<file path="src/rtl/fprint_master_arbiter_pkg.sv">
// Shared definitions for the fingerprint-unit master arbiter: FSM encodings and default widths.
package fprint_master_arbiter_pkg;

    typedef enum logic [0:0] {
        ARB_STATE_IDLE = 1'b0,
        ARB_STATE_BUSY = 1'b1
    } arb_state_e;

    localparam int ARB_ADDR_WIDTH_DEF = 32;
    localparam int ARB_DATA_WIDTH_DEF = 32;
    localparam int ARB_TIMEOUT_DEF    = 1024;

    // Index width for a core number; at least one bit so a 1-entry range stays legal.
    function automatic int arb_idx_width(input int n);
        return (n <= 2) ? 1 : $clog2(n);
    endfunction

endpackage

</file>
<file path="src/rtl/fprint_master_arbiter_rr_picker.sv">
// Combinational round-robin priority encoder: first requester after last_i, wrapping modulo NUM_CORES.
module fprint_rr_picker
    import fprint_master_arbiter_pkg::*;
#(
    parameter int NUM_CORES = 2,
    parameter int IDX_W     = arb_idx_width(NUM_CORES)
) (
    input  logic [NUM_CORES-1:0] req_i,
    input  logic [IDX_W-1:0]     last_i,
    output logic [IDX_W-1:0]     idx_o,
    output logic                 valid_o
);

    logic [IDX_W-1:0] cand;

    // Scan from lowest priority (last itself) to highest (last+1) so the final hit wins.
    always_comb begin
        idx_o   = '0;
        valid_o = 1'b0;
        cand    = '0;
        for (int k = NUM_CORES; k >= 1; k--) begin
            cand = IDX_W'((int'(last_i) + k) % NUM_CORES);
            if (req_i[cand]) begin
                idx_o   = cand;
                valid_o = 1'b1;
            end
        end
    end

endmodule

</file>
<file path="src/rtl/fprint_master_arbiter.sv">
// Round-robin arbiter sharing one Avalon-MM master port among NUM_CORES fingerprint units.
// Optional watchdog enabled by defining FPRINT_ARB_TIMEOUT_EN.
module fprint_master_arbiter
    import fprint_master_arbiter_pkg::*;
#(
    parameter int NUM_CORES  = 2,
    parameter int ADDR_WIDTH = ARB_ADDR_WIDTH_DEF,
    parameter int DATA_WIDTH = ARB_DATA_WIDTH_DEF,
    parameter int TIMEOUT    = ARB_TIMEOUT_DEF
) (
    input  logic                           clk,
    input  logic                           rst_n,
    input  logic [NUM_CORES*ADDR_WIDTH-1:0] req_address,
    input  logic [NUM_CORES-1:0]           req_write,
    input  logic [NUM_CORES-1:0]           req_read,
    input  logic [NUM_CORES*DATA_WIDTH-1:0] req_writedata,
    output logic [NUM_CORES-1:0]           req_waitrequest,
    output logic [DATA_WIDTH-1:0]          req_readdata,
    output logic [ADDR_WIDTH-1:0]          master_address,
    output logic                           master_write,
    output logic                           master_read,
    output logic [DATA_WIDTH-1:0]          master_writedata,
    input  logic                           master_waitrequest,
    input  logic [DATA_WIDTH-1:0]          master_readdata,
    output logic                           arb_error,
    output arb_state_e                     dbg_state_o
);

    localparam int IW = arb_idx_width(NUM_CORES);

    // Handshake: a core's transfer completes on the rising edge where it drives write/read
    // and sees req_waitrequest low; it must hold its signals while waitrequest is high.

    arb_state_e      state_q, state_d;
    logic [IW-1:0]   grant_q, grant_d;
    logic [IW-1:0]   last_q, last_d;
    logic [IW-1:0]   pick_idx;
    logic            pick_valid;
    logic            timeout_hit;
    logic            g_wr, g_rd;

    logic [ADDR_WIDTH-1:0] addr_a  [NUM_CORES];
    logic [DATA_WIDTH-1:0] wdata_a [NUM_CORES];

    for (genvar i = 0; i < NUM_CORES; i++) begin : g_unpack
        assign addr_a[i]  = req_address[i*ADDR_WIDTH +: ADDR_WIDTH];
        assign wdata_a[i] = req_writedata[i*DATA_WIDTH +: DATA_WIDTH];
    end

    fprint_rr_picker #(
        .NUM_CORES (NUM_CORES),
        .IDX_W     (IW)
    ) u_picker (
        .req_i   (req_write | req_read),
        .last_i  (last_q),
        .idx_o   (pick_idx),
        .valid_o (pick_valid)
    );

    always_ff @(posedge clk or negedge rst_n) begin
        if (!rst_n) begin
            state_q <= ARB_STATE_IDLE;
            grant_q <= '0;
            last_q  <= IW'(NUM_CORES - 1);
        end else begin
            state_q <= state_d;
            grant_q <= grant_d;
            last_q  <= last_d;
        end
    end

    always_comb begin
        state_d          = state_q;
        grant_d          = grant_q;
        last_d           = last_q;
        master_write     = 1'b0;
        master_read      = 1'b0;
        master_address   = '0;
        master_writedata = '0;
        req_waitrequest  = '1;
        req_readdata     = '0;
        g_wr             = 1'b0;
        g_rd             = 1'b0;
        case (state_q)
            ARB_STATE_IDLE: begin
                if (pick_valid) begin
                    grant_d = pick_idx;
                    last_d  = pick_idx;
                    state_d = ARB_STATE_BUSY;
                end
            end
            ARB_STATE_BUSY: begin
                // Write wins when a core drives both strobes.
                g_wr                     = req_write[grant_q];
                g_rd                     = req_read[grant_q] & ~req_write[grant_q];
                master_write             = g_wr;
                master_read              = g_rd;
                master_address           = addr_a[grant_q];
                master_writedata         = wdata_a[grant_q];
                req_readdata             = master_readdata;
                req_waitrequest[grant_q] = master_waitrequest;
                if (timeout_hit) begin
                    master_write             = 1'b0;
                    master_read              = 1'b0;
                    req_waitrequest[grant_q] = 1'b0;
                    state_d                  = ARB_STATE_IDLE;
                end else if (!(g_wr || g_rd) || !master_waitrequest) begin
                    state_d = ARB_STATE_IDLE;
                end
            end
            default: state_d = ARB_STATE_IDLE;
        endcase
    end

`ifdef FPRINT_ARB_TIMEOUT_EN
    localparam int TW = $clog2(TIMEOUT + 1);

    logic [TW-1:0] tmo_q, tmo_d;
    logic          err_q, err_d;

    assign timeout_hit = (state_q == ARB_STATE_BUSY) && (tmo_q == TW'(TIMEOUT));

    // Counter sits at zero outside BUSY, so every grant starts a fresh stall count.
    always_comb begin
        tmo_d = tmo_q;
        err_d = err_q;
        if (state_q != ARB_STATE_BUSY) begin
            tmo_d = '0;
        end else if (master_waitrequest && !timeout_hit) begin
            tmo_d = tmo_q + TW'(1);
        end
        if (timeout_hit) begin
            err_d = 1'b1;
        end
    end

    always_ff @(posedge clk or negedge rst_n) begin
        if (!rst_n) begin
            tmo_q <= '0;
            err_q <= 1'b0;
        end else begin
            tmo_q <= tmo_d;
            err_q <= err_d;
        end
    end

    assign arb_error = err_q;
`else
    assign timeout_hit = 1'b0;
    assign arb_error   = 1'b0;
`endif

    assign dbg_state_o = state_q;

endmodule

</file>
<file path="config.mk">
export PLATFORM = sky130hd
export DESIGN_NAME = fprint_master_arbiter
export DESIGN_NICKNAME = d
export VERILOG_FILES = /design/src/rtl/fprint_master_arbiter_pkg.sv /design/src/rtl/fprint_master_arbiter_rr_picker.sv /design/src/rtl/fprint_master_arbiter.sv
export SDC_FILE = /design/constraint.sdc
export NUM_CORES = 1
export LEC_CHECK = 0
export CAP_MARGIN = 20
export CORE_AREA = 4 4 102 104
export CTS_CLUSTER_SIZE = 28
export DETAILED_ROUTE_END_ITERATION = 16
export DIE_AREA = 0 0 106 108
export GPL_TIMING_DRIVEN = 0
export HOLD_SLACK_MARGIN = 0.02
export MAX_ROUTING_LAYER = met4
export PLACE_DENSITY = 0.73
export SETUP_SLACK_MARGIN = 0.2
export SYNTH_ARGS = -nofsm -noshare
export SYNTH_HDL_FRONTEND = slang
export SYNTH_SLANG_ARGS = --single-unit
</file>
<file path="constraint.sdc">
create_clock -name clk -period 3.5 [get_ports clk]
set_clock_uncertainty 0.15 [all_clocks]
set_input_delay 0.875 -clock clk [delete_from_list [all_inputs] [get_ports clk]]
set_output_delay 0.875 -clock clk [all_outputs]
set_load 0.1 [all_outputs]
</file>
==> flow_metrics.py <==
metrics = {
    "timing": {
        "tightest_slew_ps": 1030,
        "rsz0062_at_grt": "no",
        "finalSetupViolCount": 0,
        "slew_headroom_pct": 31.3,
        "drv_slew": 0,
        "fin_crit_sh_pct": 92.7,
        "setup_ws_ps": 255,
        "maxClockFrequency_mhz": 308,
        "finalHoldViolCount": 0,
        "fin_crit_ps": 3250,
    },
    "floorplan": {
        "ios": 269,
        "die_w_um": 106,
        "core-area_sq_mm": 0.00955,
        "die-area_sq_mm": 0.0114,
        "rows": 36,
        "die_y_um": 108,
        "initial_utilization_pct": 16.5,
    },
    "detailed_routing": {
        "drtIter0Drc": 46,
        "via_per_inst": 4.07,
        "route.detailed.drc": 0,
        "wl_per_cell_um": 15.0,
        "postRouteAntennaNets": 0,
        "dr.pass1.iters": 4,
        "via_count": 2467,
        "routed_wl_um": 9110,
    },
    "worst_setup_path": {
        "critPathKind": "in2out",
        "cp_max_fo": 4,
        "cp_top_family": "buffers and inverters",
        "path_cells": "clkdlybuf4s50_1, or3b_1, a21boi_2, buf_4",
        "worstPathRequired_ps": 2470,
        "cp_slowest_stage_delay_ps": 530,
        "worst_ep_arrival_time_ps": 2220,
        "cp_slowest_cell": "clkdlybuf4s50_1",
        "path_buf_inv": 2,
        "crit_path_end_kind": "output port",
        "critPathLaunchType": "input port",
    },
    "finish": {
        "drive_above_1_share_pct": 40.0,
        "fin_nets": 641,
        "antenna_cells": 0,
        "syn2layout_area_growth_pct": 215,
        "final_cell_mix": "167 x clkdlybuf4s50_1, 87 x clkdlybuf4s15_2, 66 x mux2i_1",
        "final_common_cell": "clkdlybuf4s50_1",
    },
    "clocking": {
        "clk_latency_ps": 220,
        "cts_tree": "done",
        "clk_pin_slew_worst_paths_ps": 30,
        "clkSinkCount": 3,
        "cts_buffers": 3,
        "cts_root_buf": "clkbuf_8",
        "cts_hold_buf": 0,
        "htreeDepth": 1,
        "clockBufferDepth": 2,
    },
    "synthesis": {
        "synth_area_per_cell_sq_um": 7.78,
        "yosysWarnings": 0,
        "synth_cell_types": 22,
        "yosysSeqAreaShare_pct": 4.86,
        "synthCells": 202,
        "synth_nets": 369,
        "synth_top_area_share_pct": 42.0,
        "synth.area.top_cells": "mux2i_1 42%, nor2b_1 26%, and2_1 13%, dfrtp_1 3.2%, buf_4 2.9%",
        "synth_area_sq_mm": 0.00157,
        "yosys_register_bits": 3,
        "synth.largest_area_cell": "mux2i_1",
    },
    "power": {
        "p_int_mw": 1.34,
        "power_leakage_nw": 2.25,
        "switching_share_pct": 69.9,
        "peakVddDrop_uv": 515,
        "p_seq_share_pct": 1.5,
        "switchingPower_mw": 3.10,
        "report.power.total_mw": 4.44,
        "combPwrFrac_pct": 96.2,
        "power.share.clock_pct": 2.3,
        "power_density_mw_per_mm2": 898,
    },
    "place": {
        "gp_congestion": 0.779,
        "numPortBuffers": 267,
        "post-place-ws_ps": -581,
        "dp_hpwl_um": 8120,
    },
    "global_route": {
        "grt_pass1_wl_um": 13000,
        "grt_max_degree": 11,
        "antenna_found_initial": 0,
        "grt_pass1_vias": 2542,
        "overflow": 0,
        "grtUsageTotal_pct": 14.8,
    },
    "status": {
        "status": "completed",
    },
    "hold_path": {
        "holdCritPathClass": "reg2reg",
    },
    "run": {
        "drv_cap": 0,
    },
}
registers in the layout, summed over array words and instances (netlist names):
signal       count
last_q           1
grant_q          1
dbg_state_o      1
per-layer routing:
metal  routed length [um]  vias to the layer above  track usage, %
li1                     -                     1213               -
met1                 3300                     1111            15.1
met2                 5070                      139            29.5
met3                  676                        4            2.87
met4                   61                        0            2.50
met5                    0                        -               -
worst register-to-register path, delay by kind of cell, from the launching register on:
kind,cells,cell delay [ps]
buffers and inverters,2,630
AOI/OAI and AO/OA,1,140
DFF,1,400
Yosys cell counts:
library cell	n
a22oi_1	1
nor3_1	1
nand3_1	2
nor4_1	1
o32ai_2	1
buf_6	2
and2_1	32
nand3b_1	1
o21bai_1	2
nor2b_1	65
or3b_1	1
buf_2	2
o21ba_2	1
a21boi_1	1
clkbuf_1	10
dfstp_2	1
conb_1	1
buf_4	6
mux2i_1	66
inv_1	2
nor3b_1	1
dfrtp_1	2
final timing paths:
check,startpoint,endpoint,slack [ps],cells after the start
max,req_read[0],master_read,250,4
min,last_q,last_q,330,1
max reg2reg,dbg_state_o,dbg_state_o,2030,3
min reg2reg,last_q,last_q,330,1
max in group asynchronous,rst_n,last_q,2300,1
min in group asynchronous,rst_n,dbg_state_o,680,1
cell type report:
type | count | area, sq um
fill | 905 | 4600
timing repair buffer | 267 | 2720
multi-input combinational | 177 | 1820
tap | 133 | 166
buffer | 20 | 115
sequential | 3 | 76.3
clock buffer | 4 | 45.0
inverter | 2 | 7.51
timing repair:
item / in CTS / in global routing
gates cloned: 0 / 0
buffers inserted: 0 / 0
resized for setup: 292 / 13
setup endpoints to repair: 100 / 12
hold endpoints to repair: 0 / 0
power groups by stage:
stage / Combinational [mW] / Clock (mW) / Sequential [mW]
5_1_grt: 4.41 / 0.108 / 0.0669
3_5_place_dp: 4.41 / 0 / 0.0657
2_1_floorplan: 3.46 / 0 / 0.0853
6_report: 4.27 / 0.104 / 0.0645
4_1_cts: 4.32 / 0.108 / 0.0654
3_3_place_gp: 4.39 / 0 / 0.0654
stage by stage:
stage / setup TNS [ps] / utilization [%] / hold slack (ps) / instance area, sq um / cells
floorplan: 0 / - / 314 / 2020 / 202
global placement: -17810 / 50.9 / 324 / 4860 / 602
detailed placement: -18790 / 50.9 / 334 / 4860 / 602
CTS: 0 / 52.5 / 339 / 5010 / 606
global route: 0 / 51.8 / 342 / 4950 / 606
finish: 0 / 51.8 / 334 / 4950 / 606
cell families after synthesis:
logic type / Yosys count / synth area share [%]
buffers and inverters: 22 / 7.80
AND/OR/NAND/NOR: 104 / 41.5
other: 1 / 0.239
multiplexers: 66 / 42.0
flip-flops: 3 / 4.86
AO/OA/AOI/OAI: 6 / 3.58
Power figures use the tool's default switching activity.
